===== src/rtl/pipe_pkg.sv =====
// rtl/pipe_pkg.sv - shared constants, stage bundle layout and width helper for pipeline stage buffers
package pipe_pkg;

    localparam int XLEN = 32;
    localparam int REG_W = 5;
    localparam logic [XLEN-1:0] ZERO_WORD = '0;
    localparam logic [REG_W-1:0] ZERO_REG = '0;

    // Stage bundle layout, LSB first: rd, funct3, reg_src, control bits.
    localparam int F3_W = 3;
    localparam int CTRL_W = 4;
    localparam int RD_LSB = 0;
    localparam int F3_LSB = RD_LSB + REG_W;
    localparam int SRC_LSB = F3_LSB + F3_W;
    localparam int CTRL_LSB = SRC_LSB + REG_W;
    localparam int BUNDLE_W = CTRL_LSB + CTRL_W;

    typedef struct packed {
        logic [CTRL_W-1:0] ctrl;
        logic [REG_W-1:0]  reg_src;
        logic [F3_W-1:0]   funct3;
        logic [REG_W-1:0]  rd;
    } stage_ctrl_t;

    function automatic int width_of(input int n);
        return (n > 1) ? $clog2(n) : 1;
    endfunction

endpackage


===== src/rtl/pipe_stage_ram.sv =====
// rtl/pipe_stage_ram.sv - DEPTH x WIDTH register array, one write port, one asynchronous read port
module pipe_stage_ram
    import pipe_pkg::*;
#(
    parameter int WIDTH = 32,
    parameter int DEPTH = 2,
    parameter int AW    = width_of(DEPTH)
) (
    input  logic             clk,
    input  logic             we,
    input  logic [AW-1:0]    waddr,
    input  logic [WIDTH-1:0] wdata,
    input  logic [AW-1:0]    raddr,
    output logic [WIDTH-1:0] rdata
);

    logic [WIDTH-1:0] mem_q [DEPTH];

    always_ff @(posedge clk) begin
        if (we) begin
            mem_q[waddr] <= wdata;
        end
    end

    assign rdata = mem_q[raddr];

endmodule


===== src/rtl/pipe_stage_buf.sv =====
// rtl/pipe_stage_buf.sv - DEPTH-entry elastic pipeline stage with stall, bubble flush and flush counter
module pipe_stage_buf
    import pipe_pkg::*;
#(
    parameter int               WIDTH       = 32,
    parameter int               DEPTH       = 2,
    parameter logic [WIDTH-1:0] DEFAULT_VAL = {WIDTH{1'b0}},
    parameter int               CNT_W       = 16
) (
    input  logic                       clk,
    input  logic                       rst_n,
    input  logic                       in_valid,
    output logic                       in_ready,
    input  logic [WIDTH-1:0]           in_data,
    output logic                       out_valid,
    input  logic                       out_ready,
    output logic [WIDTH-1:0]           out_data,
    input  logic                       stall,
    input  logic                       bubble,
    output logic [$clog2(DEPTH+1)-1:0] occupancy,
    output logic [CNT_W-1:0]           flush_cnt
);

    localparam int PTR_W = width_of(DEPTH);
    localparam int CW    = $clog2(DEPTH + 1);
    localparam int SW    = ((CNT_W > CW) ? CNT_W : CW) + 1;
    localparam logic [CW-1:0] DEPTH_C   = CW'(DEPTH);
    localparam logic [SW-1:0] FLUSH_MAX = SW'({CNT_W{1'b1}});

    logic [PTR_W-1:0] wr_ptr_q, wr_ptr_d;
    logic [PTR_W-1:0] rd_ptr_q, rd_ptr_d;
    logic [CW-1:0]    count_q, count_d;
    logic [CNT_W-1:0] flush_q, flush_d;
    logic [SW-1:0]    flush_sum;
    logic [WIDTH-1:0] rdata;
    logic             push;
    logic             pop;

    // No dependence on out_ready: a full stage never accepts in the same cycle it pops.
    assign in_ready  = rst_n && !stall && !bubble && (count_q < DEPTH_C);
    assign out_valid = (count_q != '0);
    assign push      = in_valid && in_ready;
    assign pop       = out_valid && out_ready && !stall && !bubble;
    assign flush_sum = SW'(flush_q) + SW'(count_q);

    function automatic logic [PTR_W-1:0] ptr_inc(input logic [PTR_W-1:0] p);
        return (DEPTH == 1) ? '0 : p + 1'b1;
    endfunction

    always_comb begin
        wr_ptr_d = wr_ptr_q;
        rd_ptr_d = rd_ptr_q;
        count_d  = count_q;
        flush_d  = flush_q;
        if (bubble) begin
            wr_ptr_d = '0;
            rd_ptr_d = '0;
            count_d  = '0;
            flush_d  = (flush_sum > FLUSH_MAX) ? {CNT_W{1'b1}} : flush_sum[CNT_W-1:0];
        end else begin
            if (push) begin
                wr_ptr_d = ptr_inc(wr_ptr_q);
            end
            if (pop) begin
                rd_ptr_d = ptr_inc(rd_ptr_q);
            end
            case ({push, pop})
                2'b10:   count_d = count_q + 1'b1;
                2'b01:   count_d = count_q - 1'b1;
                default: count_d = count_q;
            endcase
        end
    end

    always_ff @(posedge clk or negedge rst_n) begin
        if (!rst_n) begin
            wr_ptr_q <= '0;
            rd_ptr_q <= '0;
            count_q  <= '0;
            flush_q  <= '0;
        end else begin
            wr_ptr_q <= wr_ptr_d;
            rd_ptr_q <= rd_ptr_d;
            count_q  <= count_d;
            flush_q  <= flush_d;
        end
    end

    pipe_stage_ram #(
        .WIDTH (WIDTH),
        .DEPTH (DEPTH),
        .AW    (PTR_W)
    ) u_ram (
        .clk   (clk),
        .we    (push),
        .waddr (wr_ptr_q),
        .wdata (in_data),
        .raddr (rd_ptr_q),
        .rdata (rdata)
    );

    assign out_data  = out_valid ? rdata : DEFAULT_VAL;
    assign occupancy = count_q;
    assign flush_cnt = flush_q;

endmodule


===== config.mk =====
export PLATFORM = sky130hd
export DESIGN_NAME = pipe_stage_buf
export DESIGN_NICKNAME = d
export VERILOG_FILES = /design/src/rtl/pipe_pkg.sv /design/src/rtl/pipe_stage_ram.sv /design/src/rtl/pipe_stage_buf.sv
export SDC_FILE = /design/constraint.sdc
export NUM_CORES = 1
export LEC_CHECK = 0
export ABC_AREA = 1
export BUFFER_PORTS_ARGS = -buffer_cell sky130_fd_sc_hd__buf_2
export CORE_MARGIN = 2
export CORE_UTILIZATION = 25
export DETAILED_ROUTE_END_ITERATION = 10
export SYNTH_ARGS = -nofsm -noshare
export SYNTH_HDL_FRONTEND = slang
export SYNTH_HIERARCHICAL = 1
export SYNTH_SLANG_ARGS = --single-unit
export TNS_END_PERCENT = 5

===== constraint.sdc =====
create_clock -name clk -period 3.8 [get_ports clk]
set_input_delay 0.76 -clock clk [delete_from_list [all_inputs] [get_ports clk]]
set_output_delay 0.76 -clock clk [all_outputs]
set_load 0.02 [all_outputs]

==> impl_metrics.ini <==
[status]
status = completed

[clocking]
htreeDepth = 3
clock_sinks = 84
insertion_delay_ns = 0.33
post_cts.repair.setup_buffers = 0
cts_hold_buf = 0
cts-root-buf = clkbuf_16
cts.clk_slew.worst_paths_ns = 0.06
cts_tree = done
cts_inserted_buffers = 9
clockBufferDepth = 2
ctsResizeCount = 0

[sta]
worst_pin_slew_ns = 0.739
final-hold-violation-count = 0
maxSlewViolCount = 0
clock_skew_ns = 0.00563
fin_crit_ns = 2.63
rsz0062_at_grt = no
fin_tns_setup_ns = 0
maxSlewHeadroom = 0.506
holdWs_ns = 0.238
max_freq_mhz = 380
timing.final.crit_share = 0.693
setup_viol = 0

[place]
io_buffers = 89
dp_hpwl_um = 5700
dpl_cell_area_sq_um = 4670
dp.cells = 712
place_congestion = 0.772

[drt]
initialDrtViolationCount = 93
wl_um = 8390
vias = 2870
vias_per_cell = 3.95
post-route-drc-count = 0
firstDrtPassIters = 4
wl_per_cell_um = 11.5
drtAntennaViolNets = 0

[synth]
ys_top_cells_by_count = nand2_1, edfxtp_1, inv_1
async_reset_ff_frac = 0.238
ys_types = 35
synth_top_area_share = 0.474
postSynthCellCount = 418
yosys.area.top_type = edfxtp_1
yosysMostFrequentCell = nand2_1
syn_avg_cell_area_sq_um = 9.71
mappedNetlistArea_sq_um = 4060
synthFlopType = edfxtp_1
ys_ff_latch = 84
yosysWarnings = 6
synth-edff-count = 64
synthTopCellsByArea = edfxtp_1, nand2_1, dfrtp_1
synth_nets = 459
seq_area_frac_synth = 0.597

[power_and_ir_drop]
leakagePower_nw = 2.42
max-vdd-ir-drop_uv = 274
p_per_area_nw_per_um2 = 449

[flow_run]
maxCapViolations = 0

[floorplan]
ios = 90
die_h_um = 131
core_sq_um = 15900
num_rows = 46
die_w_um = 131
die_area_sq_um = 17300
initial_core_util = 0.255

[critical_path]
endpoint_kind = output pin
crit_required_ns = 3.04
r2r_cells = 8
crit_top_cell = nand2_1
crit_type = flip-flop to output pin
cp_cell_sequence = inv_8 > nand2_1 > nand2_1 > inv_1 > nor2_1 > buf_2
critPathLaunchType = flip-flop
cp_max_fo = 35
cpPeakStageDelay_ns = 0.84
slowest_stage = dfrtp_2
critPathArrivalTime_ns = 1.87

[global_route]
grt_pass1_wl_um = 14000
overflow = 0
first_global_vias = 2714
grt_max_degree = 36
grt.total_usage = 0.104
antenna_found_initial = 0

[finish]
layout.cells.non_filler = 727
drive_above_1_share = 0.276
fill_cells = 1693
antenna_cells = 0
ff_latch_area_sq_um = 2420
multi_input_area_sq_um = 1260
utilization = 0.311
area_growth_pct = 21.8
layout.nets = 548
design_area_sq_um = 4940

[min_path]
hp-class = input port to async pin
==> path summary, 6_finish.rpt <==
| kind | start | endpoint | slack, ns |
|---|---|---|---|
| setup / recovery | rd_ptr_q | out_data[9] | 1.17 |
| setup reg to reg | occupancy[0] | flush_cnt[2] | 1.88 |
| hold reg to reg | flush_cnt[0] | flush_cnt[0] | 0.52 |
| max in group asynchronous | rst_n | rd_ptr_q | 3.07 |
| hold / removal | rst_n | occupancy[0] | 0.24 |
| min in group clk | flush_cnt[0] | flush_cnt[0] | 0.52 |
==> state kept, by name (all words and copies together), names as in the netlist <==
name	count
u_ram/mem_q	64
occupancy	2
flush_cnt	16
wr_ptr_q	1
rd_ptr_q	1
==> per-stage QoR <==
stage,total power [W],worst slack [ns]
2_1_floorplan,0.00131,0.795
3_3_place_gp,0.00142,1.41
3_5_place_dp,0.00143,1.36
4_1_cts,0.00226,1.07
5_1_grt,0.00234,0.949
6_report,0.00222,1.17
==> layout by cell type, fill, tap and decap left out <==
cell / count
a21oi_1: 4
a21oi_2: 1
and2_1: 1
buf_2: 89
buf_4: 3
bufinv_16: 1
clkbuf_1: 2
clkbuf_16: 9
clkinv_1: 3
dfrtp_1: 19
dfrtp_2: 1
edfxtp_1: 64
fa_1: 1
ha_1: 2
inv_1: 57
inv_2: 4
inv_8: 1
nand2_1: 140
nand2_2: 14
nand2_4: 1
nand3_1: 17
nand3_2: 6
nand3_4: 1
nand3b_1: 3
nand4_1: 3
nand4_4: 2
nor2_1: 43
nor2_2: 1
nor2_4: 5
nor2_8: 1
nor3_1: 3
o21ai_0: 4
o21ai_1: 1
or2_0: 1
or2_2: 1
xnor2_1: 1
xor2_1: 1
==> kinds of logic (layout without fill, tap and decap cells) <==
kind of cell	after synthesis	in the layout	synth area share
DFF	84	84	0.597
xor gates and xnor gates	2	2	0.00432
buffers and inverters	76	169	0.0950
adders and majority gates	3	3	0.0111
AOI/OAI and AO/OA	10	10	0.0133
and+or+nand+nor	243	243	0.279
==> critical path, delay by kind of cell (launching register included) <==
| family | cells | cell delay [ns] |
|---|---|---|
| flip-flops | 1 | 0.84 |
| buffers and inverters | 3 | 0.47 |
| AND/OR/NAND/NOR | 3 | 0.22 |
==> layout make-up <==
| type | instances | area share |
|---|---|---|
| Clock buffer | 11 | 0.0471 |
| Clock inverter | 4 | 0.00836 |
| Inverter | 62 | 0.0486 |
| Multi-Input combinational cell | 258 | 0.256 |
| Sequential cell | 84 | 0.491 |
| Tap cell | 216 | 0.0547 |
| Timing Repair Buffer | 92 | 0.0947 |
==> metal layers <==
layer / up-vias / global-route usage / wire [um]
met5: - / 0 / 0
met1: 1301 / 0.125 / 3770
met4: 0 / 0.0417 / 146
met2: 70 / 0.173 / 4000
li1: 1487 / - / -
met3: 12 / 0.0328 / 478
==> power breakdown <==
part	switching, W	internal, W	total, W
Clock	0.000323	0.000499	0.000821
Sequential	0.0000414	0.00102	0.00107
Combinational	0.000225	0.000109	0.000334
Power figures use the tool's default switching activity.
